===== src/rtl/adc_axi_intf.sv =====
// ADC sample packetiser: I/Q samples are buffered in a FIFO and framed as report packets on M_axis.
// Magic-tagged control packets on S_axis drive it. ADC_AXI_INTF_DROP_COUNT_EN enables the drop counter.
// state | meaning
// IDLE  | waiting for PACKET_LEN words in the sample FIFO
// HDR   | presenting MAGIC_NUM header beat
// SEQ   | presenting {drop_count, packet_seq} beat
// DATA  | presenting FIFO words, M_axis_last on the final one
module adc_axi_intf #(
   parameter int          AXI_DATA_WIDTH = 32,
   parameter int          ADC_WIDTH      = 16,
   parameter int          PACKET_LEN     = 8,
   parameter int          FIFO_DEPTH     = 64,
   parameter logic [31:0] MAGIC_NUM      = 32'h45434D00
) (
   input  logic                      Clk,
   input  logic                      Resetn,
   input  logic                      Adc_valid,
   input  logic [ADC_WIDTH-1:0]      Adc_data_i,
   input  logic [ADC_WIDTH-1:0]      Adc_data_q,
   input  logic                      S_axis_valid,
   input  logic [AXI_DATA_WIDTH-1:0] S_axis_data,
   input  logic                      S_axis_last,
   output logic                      S_axis_ready,
   input  logic                      M_axis_ready,
   output logic                      M_axis_valid,
   output logic [AXI_DATA_WIDTH-1:0] M_axis_data,
   output logic                      M_axis_last
);

   localparam int            AW       = $clog2(FIFO_DEPTH);
   localparam logic [AW:0]   PTR_ONE  = (AW+1)'(1);
   localparam logic [AW:0]   DEPTH_C  = (AW+1)'(FIFO_DEPTH);
   localparam logic [AW:0]   PL_C     = (AW+1)'(PACKET_LEN);
   localparam logic [7:0]    PL8      = 8'(PACKET_LEN);

   typedef enum logic [1:0] {IDLE, HDR, SEQ, DATA} state_t;

   state_t        state;
   logic [31:0]   mem [FIFO_DEPTH];
   logic [AW:0]   wr_ptr, rd_ptr, count;
   logic          full, fifo_wr, pop, m_acc;
   logic [15:0]   smp_i, smp_q, drop_cnt, pkt_seq;
   logic [7:0]    beat_cnt;
   logic [2:0]    ctl_cnt;
   logic          ctl_bad, cfg_en, cfg_clr, enable;
   logic          s_beat, ctl_accept, soft_clr;

   if (ADC_WIDTH >= 16) begin : g_trunc
      assign smp_i = Adc_data_i[15:0];
      assign smp_q = Adc_data_q[15:0];
   end else begin : g_sext
      assign smp_i = {{(16-ADC_WIDTH){Adc_data_i[ADC_WIDTH-1]}}, Adc_data_i};
      assign smp_q = {{(16-ADC_WIDTH){Adc_data_q[ADC_WIDTH-1]}}, Adc_data_q};
   end

   assign s_beat     = S_axis_valid && S_axis_ready;
   assign ctl_accept = s_beat && S_axis_last && (ctl_cnt == 3'd5) && !ctl_bad;
   assign soft_clr   = ctl_accept && cfg_clr;

   assign count   = wr_ptr - rd_ptr;
   assign full    = (count == DEPTH_C);
   assign m_acc   = M_axis_valid && M_axis_ready;
   // a FIFO word is popped when it is loaded into the output register, not when it leaves
   assign pop     = m_acc && ((state == SEQ) || ((state == DATA) && !M_axis_last));
   assign fifo_wr = Adc_valid && enable && (!full || pop) && !soft_clr;

   // control packet parser; ctl_cnt saturates at 6 so overlong packets are rejected
   always_ff @(posedge Clk) begin
      if (!Resetn) begin
         S_axis_ready <= 1'b0;
         ctl_cnt      <= 3'd0;
         ctl_bad      <= 1'b0;
         cfg_en       <= 1'b0;
         cfg_clr      <= 1'b0;
         enable       <= 1'b0;
      end else begin
         S_axis_ready <= 1'b1;
         if (s_beat) begin
            if (S_axis_last) begin
               ctl_cnt <= 3'd0;
               ctl_bad <= 1'b0;
            end else begin
               if (ctl_cnt != 3'd6)
                  ctl_cnt <= ctl_cnt + 3'd1;
               if ((ctl_cnt == 3'd0) && (S_axis_data != MAGIC_NUM))
                  ctl_bad <= 1'b1;
            end
            if (ctl_cnt == 3'd4) begin
               cfg_en  <= S_axis_data[0];
               cfg_clr <= S_axis_data[24];
            end
         end
         if (ctl_accept)
            enable <= cfg_en;
      end
   end

   always_ff @(posedge Clk) begin
      if (!Resetn || soft_clr) begin
         wr_ptr <= '0;
         rd_ptr <= '0;
      end else begin
         if (fifo_wr)
            wr_ptr <= wr_ptr + PTR_ONE;
         if (pop)
            rd_ptr <= rd_ptr + PTR_ONE;
      end
   end

   always_ff @(posedge Clk) begin
      if (fifo_wr)
         mem[wr_ptr[AW-1:0]] <= {smp_q, smp_i};
   end

`ifdef ADC_AXI_INTF_DROP_COUNT_EN
   logic drop_evt;
   assign drop_evt = Adc_valid && enable && full && !pop;

   always_ff @(posedge Clk) begin
      if (!Resetn || soft_clr)
         drop_cnt <= 16'h0000;
      else if (drop_evt && (drop_cnt != 16'hFFFF))
         drop_cnt <= drop_cnt + 16'h0001;
   end
`else
   assign drop_cnt = 16'h0000;
`endif

   always_ff @(posedge Clk) begin
      if (!Resetn || soft_clr) begin
         state        <= IDLE;
         M_axis_valid <= 1'b0;
         M_axis_last  <= 1'b0;
         M_axis_data  <= '0;
         beat_cnt     <= 8'd0;
         pkt_seq      <= 16'h0000;
      end else begin
         case (state)
            IDLE: begin
               if (count >= PL_C) begin
                  M_axis_valid <= 1'b1;
                  M_axis_data  <= MAGIC_NUM;
                  M_axis_last  <= 1'b0;
                  state        <= HDR;
               end
            end
            HDR: begin
               if (m_acc) begin
                  M_axis_data <= {drop_cnt, pkt_seq};
                  state       <= SEQ;
               end
            end
            SEQ: begin
               if (m_acc) begin
                  M_axis_data <= mem[rd_ptr[AW-1:0]];
                  M_axis_last <= (PL8 == 8'd1);
                  beat_cnt    <= 8'd1;
                  state       <= DATA;
               end
            end
            DATA: begin
               if (m_acc) begin
                  if (M_axis_last) begin
                     M_axis_valid <= 1'b0;
                     M_axis_last  <= 1'b0;
                     pkt_seq      <= pkt_seq + 16'h0001;
                     state        <= IDLE;
                  end else begin
                     M_axis_data <= mem[rd_ptr[AW-1:0]];
                     M_axis_last <= ((beat_cnt + 8'd1) == PL8);
                     beat_cnt    <= beat_cnt + 8'd1;
                  end
               end
            end
            default: state <= IDLE;
         endcase
      end
   end

endmodule


===== config.mk =====
export PLATFORM = sky130hd
export DESIGN_NAME = adc_axi_intf
export DESIGN_NICKNAME = d
export VERILOG_FILES = /design/src/rtl/adc_axi_intf.sv
export SDC_FILE = /design/constraint.sdc
export NUM_CORES = 2
export LEC_CHECK = 0
export ABC_AREA = 1
export CAP_MARGIN = 25
export CORE_MARGIN = 2
export CORE_UTILIZATION = 40
export DETAILED_ROUTE_END_ITERATION = 6
export PLACE_DENSITY = 0.65
export SYNTH_ARGS = -nofsm -noshare
export SYNTH_HDL_FRONTEND = slang
export SYNTH_SLANG_ARGS = --single-unit

===== constraint.sdc =====
create_clock -name Clk -period 4.55 [get_ports Clk]
set_clock_uncertainty 0.1 [all_clocks]
set_input_delay 0.91 -clock Clk [delete_from_list [all_inputs] [get_ports Clk]]
set_output_delay 0.91 -clock Clk [all_outputs]
set_load 0.01 [all_outputs]

==> results.toml <==
[outcome]
status = "finished clean"

[global_route]
track_usage = 0.220
antenna_found_initial = 15
grt_pass1_vias = 54600
grt_pass1_wl_microns = 363000
grt_max_degree = 172
gr-total-overflow = 0

[floorplan]
chipHeight_microns = 470
rows = 170
die_w_microns = 470
io_pins = 105
dieArea_sq_um = 220000
start_util = 0.403
core_sq_um = 215000

[logic_synthesis]
synthArstFlopShare = 0
synth_largest_area_cell = "edfxtp_1"
synth_ff_type = "edfxtp_1"
syn_nets = 7446
syn_area_per_cell_sq_um = 11.8
syn_inst = 7356
synth_seq_cells = 2136
synth_cell_type_count = 40
ys_seq_area_frac = 0.730
synth_edf_count = 2048
ys.warnings.count = 0
syn-cell-area_sq_um = 86700
synth_area_leaders = "edfxtp_1 71%, nand3_1 11%, nand2_1 10%"
yosysTopAreaCellShare = 0.710

[worst_setup_path]
crit_chain = "inv_16 > buf_12 > nand2_1 > nand3_1 > nand3_1 > nand3_1 > nand3_1 > nand3_1 > nand2_1 > nor2_1 > nor2_1 > nor2_1"
cpMostUsedCell = "nand3_1"
cp.arrival_ns = 4.23
worstRegToRegCells = 12
required_ns = 5.21
critical_path_class = "reg2reg"
rrSetupSlack_ns = 0.98
cp_slowest_cell = "inv_16"
crit_path_max_incr_delay_ns = 0.57
cp-start-kind = "flip-flop"
r2r_end = "M_axis_data[12]"
path_max_fanout = 171
endpoint_kind = "flip-flop"

[sta]
worstMarginPinSlew_ns = 1.08
finalHoldViolCount = 0
finalSetupViolCount = 0
maxSlewViolCount = 0
period_share = 0.784
rsz0062_at_grt = "no"
setup_slack_ns = 0.982
hold-worst-slack_ns = 0.282
fmaxAchievable_mhz = 280
setup-tns-final_ns = 0
relSlewSlack = 0.277
min_period_ns = 3.57

[cts]
cts_num_sinks = 2136
cts_buffer_depth = 3
holdBufCountCts = 0
cts.repair.resized = 0
clk_latency_ns = 0.86
postCtsSetupBuffers = 0
cts_buffers = 206
clkTransAtPathRegs_ns = 0.06
cts_tree = "built"
h-tree-depth = 4
cts_root_buffer = "clkbuf_16"

[power_and_ir_drop]
p_leak_uw = 0.0340
power_density_nw_per_um2 = 418
irDropWorstVdd_v = 0.000317

[drt]
wl_per_cell_microns = 23.9
drt_iter0_drc = 7552
vias = 57500
ant_nets = 0
dr.pass1.iters = 7
routed_via_density = 5.53
wl_microns = 248000
drc_errors = 0

[final_layout]
final_area_sq_um = 98100
multi_input_area_sq_um = 21100
area_delta_synth_final_pct = 13.2
seq_area_sq_um = 63300
layout.nets = 7480
n_fill_cell = 18900
final_util = 0.456
final_layout_size_suffix_gt1_frac = 0.0808

[placed_design]
place_congestion = 0.889
pre_cts_slack_ns = 0.479
placed_area_sq_um = 91500
port_buffers = 104
hpwl_microns = 142000

[job]
maxCapViolations = 0

[hold_path]
min_to = "mem[50][3]"
hold_class = "in2reg"
hold_depth = 1
hold_start = "Adc_data_i[3]"
critical path: cells and delay by family (launching register included):
kind                   cells  cell delay, ns
buffers and inverters      2            0.96
DFF                        1            0.51
and+or+nand+nor           10            1.65
synth_stat cells, types with 5 or more instances:
master,number
a21oi_1,61
buf_1,60
buf_2,261
buf_4,63
buf_6,21
clkbuf_1,59
dfxtp_1,88
edfxtp_1,2048
ha_1,20
inv_1,95
nand2_1,2340
nand2_4,10
nand3_1,1973
nand4_1,23
nor2_1,154
nor3_1,5
o21ai_0,21
xor2_1,11
report_power, final:
group / internal [uW] / switching, uW / total (uW)
Clock: 9570 / 7330 / 16900
Sequential: 21600 / 64.6 / 21700
Combinational: 600 / 1880 / 2480
sequential cells by signal, summed over array words and instances, names as in the netlist, 2 cells and up, named ones only:
| signal | flops |
|---|---|
| mem | 2048 |
| M_axis_data | 32 |
| pkt_seq | 16 |
| beat_cnt | 8 |
| rd_ptr | 7 |
| wr_ptr | 7 |
| ctl_cnt | 3 |
| state | 2 |
placed cells by master, fill, tap and decap left out, types with 3 or more instances in the layout:
master | Yosys | layout
nand2_1 | 2340 | 2340
edfxtp_1 | 2048 | 2048
nand3_1 | 1973 | 1973
clkbuf_16 | 0 | 210
buf_4 | 63 | 151
inv_1 | 95 | 93
nor2_1 | 154 | 89
dfxtp_1 | 88 | 82
clkdlybuf4s50_1 | 0 | 72
nor2_4 | 1 | 65
buf_12 | 0 | 65
a21oi_1 | 61 | 61
clkinv_1 | 0 | 47
clkbuf_1 | 59 | 40
clkinv_2 | 0 | 35
nand4_1 | 23 | 23
o21ai_0 | 21 | 21
ha_1 | 20 | 20
bufinv_16 | 0 | 19
xor2_1 | 11 | 11
nand2_4 | 10 | 10
inv_6 | 1 | 8
clkinvlp_4 | 0 | 6
nor2_2 | 4 | 5
nor3_1 | 5 | 5
dfxtp_4 | 0 | 5
nand3b_1 | 4 | 4
o21a_1 | 4 | 4
clkinv_4 | 0 | 4
clkinv_8 | 0 | 4
inv_2 | 4 | 3
inv_16 | 0 | 3
or2_2 | 3 | 3
nor4_1 | 3 | 3
clkbuf_8 | 0 | 3
worst max-delay path by stage:
| stage | from | endpoint | depth (start not counted) |
|---|---|---|---|
| 2_1_floorplan | S_axis_valid | mem[14][0] | 9 |
| 3_3_place_gp | S_axis_valid | mem[47][28] | 11 |
| 3_5_place_dp | S_axis_valid | mem[44][16] | 11 |
| 4_1_cts | flip-flop | M_axis_data[15] | 11 |
| 5_1_grt | flip-flop | M_axis_data[15] | 11 |
| 6_report | flip-flop | M_axis_data[12] | 12 |
stage by stage:
step / instances / power (uW)
CTS: 10400 / 41200
global route: 10400 / 42100
finish: 10400 / 41000
detailed placement: 10000 / 24500
global placement: 10000 / 24500
floorplan: 7356 / 23400
final cells by class:
cell class / count / area share
clock buffer: 253 / 0.0555
tap: 2838 / 0.0362
timing repair buffer: 290 / 0.0325
multi-input combinational: 4655 / 0.215
clock inverter: 124 / 0.0121
inverter: 101 / 0.00428
antenna: 2 / 0.0000510
sequential: 2136 / 0.645
routing by layer:
metal,GRT usage,part of all wire
met1,0.300,0.40
met2,0.346,0.46
met3,0.0410,0.097
met4,0.0947,0.043
met5,0,0.00020
logic make-up after synthesis:
kind of cell,synth area share
AO/OA/AOI/OAI,0.00580
XOR/XNOR,0.00131
adder cells (fa/ha/maj),0.00289
buffers and inverters,0.0329
flip-flops,0.730
AND/OR/NAND/NOR,0.227
No activity file was read; power rests on OpenSTA's default activity.
